--- config.mk ---
export PLATFORM = sky130hd
export DESIGN_NAME = ca_word_buffer
export DESIGN_NICKNAME = d
export VERILOG_FILES = /design/src/rtl/ca_rng_pkg.sv /design/src/rtl/ca_fifo.sv /design/src/rtl/ca_word_buffer.sv
export SDC_FILE = /design/constraint.sdc
export NUM_CORES = 1
export LEC_CHECK = 0
export ABC_CLOCK_PERIOD_IN_PS = 10450
export CELL_PAD_IN_SITES_DETAIL_PLACEMENT = 1
export CELL_PAD_IN_SITES_GLOBAL_PLACEMENT = 2
export CORE_ASPECT_RATIO = 1.5
export CORE_MARGIN = 1.5
export CORE_UTILIZATION = 44
export DETAILED_ROUTE_END_ITERATION = 6
export GPL_TIMING_DRIVEN = 0
export PLACE_DENSITY_LB_ADDON = 0.1
export SYNTH_ARGS = -nofsm -noshare
export SYNTH_HDL_FRONTEND = slang
export SYNTH_HIERARCHICAL = 1
export SYNTH_SLANG_ARGS = --single-unit
--- constraint.sdc ---
create_clock -name clk -period 10.45 [get_ports clk]
set_input_delay 2.09 -clock clk [delete_from_list [all_inputs] [get_ports clk]]
set_output_delay 2.09 -clock clk [all_outputs]
set_load 0.02 [all_outputs]
--- src/rtl/ca_rng_pkg.sv ---
// ca_rng_pkg: shared types and constants for the CA word buffer
package ca_rng_pkg;
  typedef enum logic {WARM, RUN} state_e;
  localparam int DROP_W = 8;
  function automatic int ptr_w(input int depth);
    return $clog2(depth) + 1;
  endfunction
endpackage

--- src/rtl/ca_fifo.sv ---
// ca_fifo: wrap-bit pointer FIFO with registered head word and push-on-full-with-pop
module ca_fifo import ca_rng_pkg::*; #(
  parameter int N = 32,
  parameter int DEPTH = 4
) (
  input  logic         clk,
  input  logic         reset_n,
  input  logic         i_clr,
  input  logic         i_push,
  input  logic         i_ready,
  input  logic [N-1:0] i_data,
  output logic         o_valid,
  output logic [N-1:0] o_data,
  output logic         o_full
);
  localparam int PW = ptr_w(DEPTH);
  logic [N-1:0]  r_mem [DEPTH];
  logic [PW-1:0] r_wr, r_rd;
  logic          r_valid;
  logic [N-1:0]  r_head;
  logic          w_pop, w_push_ok, w_valid_nxt;
  logic [PW-1:0] w_wr_nxt, w_rd_nxt;
  logic [PW-2:0] w_wr_i, w_rd_nxt_i;
  logic [N-1:0]  w_head_nxt;
  assign w_wr_i      = r_wr[PW-2:0];
  assign o_full      = r_wr == {~r_rd[PW-1], r_rd[PW-2:0]};
  assign w_pop       = r_valid & i_ready & ~i_clr;
  assign w_push_ok   = i_push & ~i_clr & (~o_full | w_pop);
  assign w_wr_nxt    = r_wr + PW'(w_push_ok);
  assign w_rd_nxt    = r_rd + PW'(w_pop);
  assign w_rd_nxt_i  = w_rd_nxt[PW-2:0];
  assign w_valid_nxt = w_wr_nxt != w_rd_nxt;
  // the head after this edge is the incoming word when it lands in the next read slot
  assign w_head_nxt  = (w_push_ok && w_wr_i == w_rd_nxt_i) ? i_data : r_mem[w_rd_nxt_i];
  assign o_valid     = r_valid;
  assign o_data      = r_head;
  // storage write
  always_ff @(posedge clk)
    if (w_push_ok) r_mem[w_wr_i] <= i_data;
  // pointers, valid flag and registered head word
  always_ff @(posedge clk or negedge reset_n)
    if (!reset_n) begin
      r_wr    <= '0;
      r_rd    <= '0;
      r_valid <= 1'b0;
      r_head  <= '0;
    end else if (i_clr) begin
      r_wr    <= '0;
      r_rd    <= '0;
      r_valid <= 1'b0;
    end else begin
      r_wr    <= w_wr_nxt;
      r_rd    <= w_rd_nxt;
      r_valid <= w_valid_nxt;
      r_head  <= w_valid_nxt ? w_head_nxt : r_head;
    end
endmodule

--- src/rtl/ca_word_buffer.sv ---
// ca_word_buffer: warm-up discard, FIFO buffering and drop counting of CA words
module ca_word_buffer import ca_rng_pkg::*; #(
  parameter int N = 32,
  parameter int DEPTH = 4,
  parameter int WARMUP = 16
) (
  input  logic              clk,
  input  logic              reset_n,
  input  logic              enable,
  input  logic              flush,
  input  logic [N-1:0]      ca_word_in,
  output logic              out_valid,
  input  logic              out_ready,
  output logic [N-1:0]      out_data,
  output logic              warm_done,
  output logic [DROP_W-1:0] drop_count
);
  localparam int WCW = (WARMUP > 2) ? $clog2(WARMUP) : 1;
  state_e            r_state, w_state_nxt;
  logic [WCW-1:0]    r_warm_cnt, w_cnt_nxt;
  logic [DROP_W-1:0] r_drop;
  logic              w_open, w_push, w_full, w_drop;
  // with no warm-up the very first enable after reset/flush is already a push
  assign w_open     = (r_state == RUN) || (WARMUP == 0);
  assign w_push     = enable & ~flush & w_open;
  assign w_drop     = w_push & w_full & ~(out_valid & out_ready);
  assign warm_done  = r_state == RUN;
  assign drop_count = r_drop;
  ca_fifo #(.N(N), .DEPTH(DEPTH)) u_fifo (
    .clk(clk), .reset_n(reset_n), .i_clr(flush), .i_push(w_push),
    .i_ready(out_ready), .i_data(ca_word_in),
    .o_valid(out_valid), .o_data(out_data), .o_full(w_full)
  );
  // warm-up state register
  always_ff @(posedge clk or negedge reset_n)
    if (!reset_n) begin
      r_state    <= WARM;
      r_warm_cnt <= '0;
    end else begin
      r_state    <= w_state_nxt;
      r_warm_cnt <= w_cnt_nxt;
    end
  // warm-up next state: count enabled discards, flush restarts the run
  always_comb begin
    w_state_nxt = r_state;
    w_cnt_nxt   = r_warm_cnt;
    if (flush) begin
      w_state_nxt = WARM;
      w_cnt_nxt   = '0;
    end else if (r_state == WARM && (WARMUP == 0 || enable)) begin
      if (WARMUP == 0 || r_warm_cnt == WCW'(WARMUP - 1)) w_state_nxt = RUN;
      else w_cnt_nxt = r_warm_cnt + 1'b1;
    end
  end
  // saturating count of pushes lost to a full FIFO
  always_ff @(posedge clk or negedge reset_n)
    if (!reset_n) r_drop <= '0;
    else if (w_drop && r_drop != '1) r_drop <= r_drop + 1'b1;
endmodule

==> reports/metrics.cfg <==
[critical_path]
r2r_end=u_fifo/o_data[16]
crit_required_ps=10720
critical_path.max_fanout=15
critPathBufInv=3
cp-end-kind=register
cp-start-kind=input pin
ff2ff_path_depth=10
cpLargestDelayFamily=buffers and inverters
slowest_stage=clkdlybuf4s50_1
max_stage_delay_ps=820
r2r_slack_ps=7170
reg2reg_from=u_fifo/r_wr[1]
crit_type=input pin to register
cp_cell_sequence=clkdlybuf4s50_1 > and3b_2 > nor2b_1 > o41a_4 > ha_1 > ha_1 > xnor2_1 > xnor2_1 > a31oi_1 > buf_2 > clkbuf_1 > a31oi_1
arrival_ps=5420
worst-path-stages=12

[power]
power_mw=1.47
max-vdd-ir-drop_mv=0.133
p_per_area_nw_per_um2=164
p_leak_nw=3.27

[synth]
synth_edf_count=128
async_reset_ff_share_pct=28.9
ys_top_cells_by_area=edfxtp_1 (54%), dfrtp_1 (18%), mux4_2 (10%)
synth_compound_area_share_pct=3.79
yosysSeqAreaShare_pct=71.8
synth_top_family_by_area=multiplexers
synth_xor_area_share_pct=1.95
synth_top_area_share_pct=53.6
syn_avg_cell_area_um2=16.1
syn_area_um2=7170
synth_seq_cells=180
ys_warn_count=6
yosysMostFrequentCell=edfxtp_1
synth_common_cells=edfxtp_1 (128), nand2_1 (70), dfrtp_1 (52)
yosys.area_share.simple_pct=8.80
syn-num-nets=487
yosysTopAreaCell=edfxtp_1
syn_inst=444
synthFlopType=edfxtp_1
synthAdderAreaFrac_pct=1.05
synth.area.mux_share_pct=10.7
synth_cell_types=39

[floorplan]
dieArea_um2=17100
die_h_um=159
initial_utilization_pct=44.7
coreArea_um2=16000
die_w_um=107
rows=57
ioPinCount=79

[placed_design]
post-place-ws_ps=4850
gp_congestion=0.707
port_buffers=78
placed_cell_area_um2=8350
dp_hpwl_mm=10.2
dp.cells=736

[global_routing]
antenna_found_initial=0
grt_pass1_wl_mm=25.7
track_usage_pct=20.4
gr-total-overflow=0
grt_pass1_vias=4621
grt_start_max_net_pins=29

[hold_path]
hold_depth=1
min_to=drop_count[0]
min_from=drop_count[0]
min_path_type=register to register

[timing]
rsz0062_at_grt=no
hold_ws_ps=538
clock_skew_ps=16.4
worst_pin_slew_ps=725
finalSetupTns_ps=0
setup_ws_ps=5300
hold_viol_final=0
clock.fmax_mhz=194
timing.final.crit_share_pct=49.3
relSlewSlack_pct=51.6
slew_viol_final=0
setup-violations-final=0
post-route-min-period_ps=5150

[cells_and_area]
diodes=0
layoutNonFillerInstCount=768
fillCellCount=1514
layout-drive-gt1-share_pct=17.4
post-route-util_pct=55.9
multi_input_area_um2=1900
nets=592
fin_area_um2=8970
area_delta_synth_final_pct=25.1
seq_area_um2=5140

[clock_tree]
cts_tree=done
root_buffer=clkbuf_16
path_clk_slew_ps=70
post_cts_buffers=0
cts_resized=0
htree_levels=4
insertion_delay_ps=430
clock_sinks=180
clock_path_buffers=2
cts_hold_buf=0
cts_buffers=17

[drt]
first_pass_iters=5
vias_per_cell=5.43
drt_iter0_drc=166
routed_wl_mm=16.2
final_antenna_net_count=0
wl_per_cell_um=21.1
drc=0
vias=4168

[run]
drv_cap=0

[outcome]
status=finished clean

## metal layers
layer	vias up	global-route usage (%)	part of all wire (%)
met5	-	0	0
met4	0	6.24	1.1
met3	17	3.93	3.9
met2	93	36.8	55
met1	2176	24.3	40
li1	1882	-	-
## kinds of logic (layout without fill, tap and decap cells)
family	Yosys count	after routing
buffers and inverters	23	141
XOR/XNOR	16	16
adder cells (fa/ha/maj)	6	6
AND/OR/NAND/NOR	143	143
multiplexers	36	36
flip-flops	180	180
AO/OA/AOI/OAI	40	40
## placed cells by master, fill, tap and decap left out, types with 3 or more instances in the layout
| master | netlist | final |
|---|---|---|
| a31oi_1 | 34 | 34 |
| buf_12 | 0 | 4 |
| buf_2 | 8 | 9 |
| buf_4 | 3 | 3 |
| buf_6 | 4 | 7 |
| bufinv_16 | 0 | 3 |
| clkbuf_1 | 7 | 8 |
| clkbuf_16 | 0 | 17 |
| clkdlybuf4s50_1 | 0 | 77 |
| clkinv_4 | 0 | 3 |
| dfrtp_1 | 52 | 52 |
| edfxtp_1 | 128 | 128 |
| ha_1 | 6 | 6 |
| inv_6 | 0 | 3 |
| mux4_2 | 32 | 32 |
| nand2_1 | 70 | 70 |
| nand3_1 | 5 | 5 |
| nor2_1 | 41 | 40 |
| nor2b_1 | 6 | 6 |
| nor3_1 | 3 | 3 |
| xnor2_1 | 8 | 8 |
| xor2_1 | 8 | 8 |
## worst reg2reg max path: stages, from the launching register on
cell,delay (ps)
dfrtp_1,490
xor2_1,210
o41a_4,530
ha_1,200
ha_1,190
xnor2_1,220
xnor2_1,120
a31oi_1,180
buf_2,280
clkbuf_1,510
a31oi_1,200
## power breakdown
part / internal [mW] / switching, mW / total [mW]
clock network: 0.385 / 0.291 / 0.676
logic: 0.0138 / 0.0153 / 0.0291
registers: 0.766 / 0.000685 / 0.767
total: 1.16 / 0.307 / 1.47
## worst max path at each step
stage	endpoint	start	slack, ps
3_5_place_dp	u_fifo/o_data[16]	flush	4850
5_1_grt	u_fifo/o_data[23]	flush	5030
2_1_floorplan	u_fifo/r_mem[0][0]	flush	4940
4_1_cts	u_fifo/o_data[16]	flush	5270
3_3_place_gp	u_fifo/r_mem[0][31]	flush	1890
6_report	u_fifo/o_data[16]	flush	5300
## state kept, by name, indices dropped and copies added, names as in the netlist
register and cells:
u_fifo/r_mem 128, u_fifo/o_data 32, drop_count 8, r_warm_cnt 4, u_fifo/r_rd 3, u_fifo/r_wr 3, u_fifo/o_valid 1, warm_done 1
## area by class of cell
| class | instances | area share [%] |
|---|---|---|
| Clock buffer | 18 | 4.79 |
| Timing Repair Buffer | 86 | 10.1 |
| Tap cell | 206 | 2.87 |
| Clock inverter | 14 | 2.16 |
| Multi-Input combinational cell | 241 | 21.2 |
| Buffer | 23 | 1.53 |
| Sequential cell | 180 | 57.4 |
No activity file was read; power rests on OpenSTA's default activity.
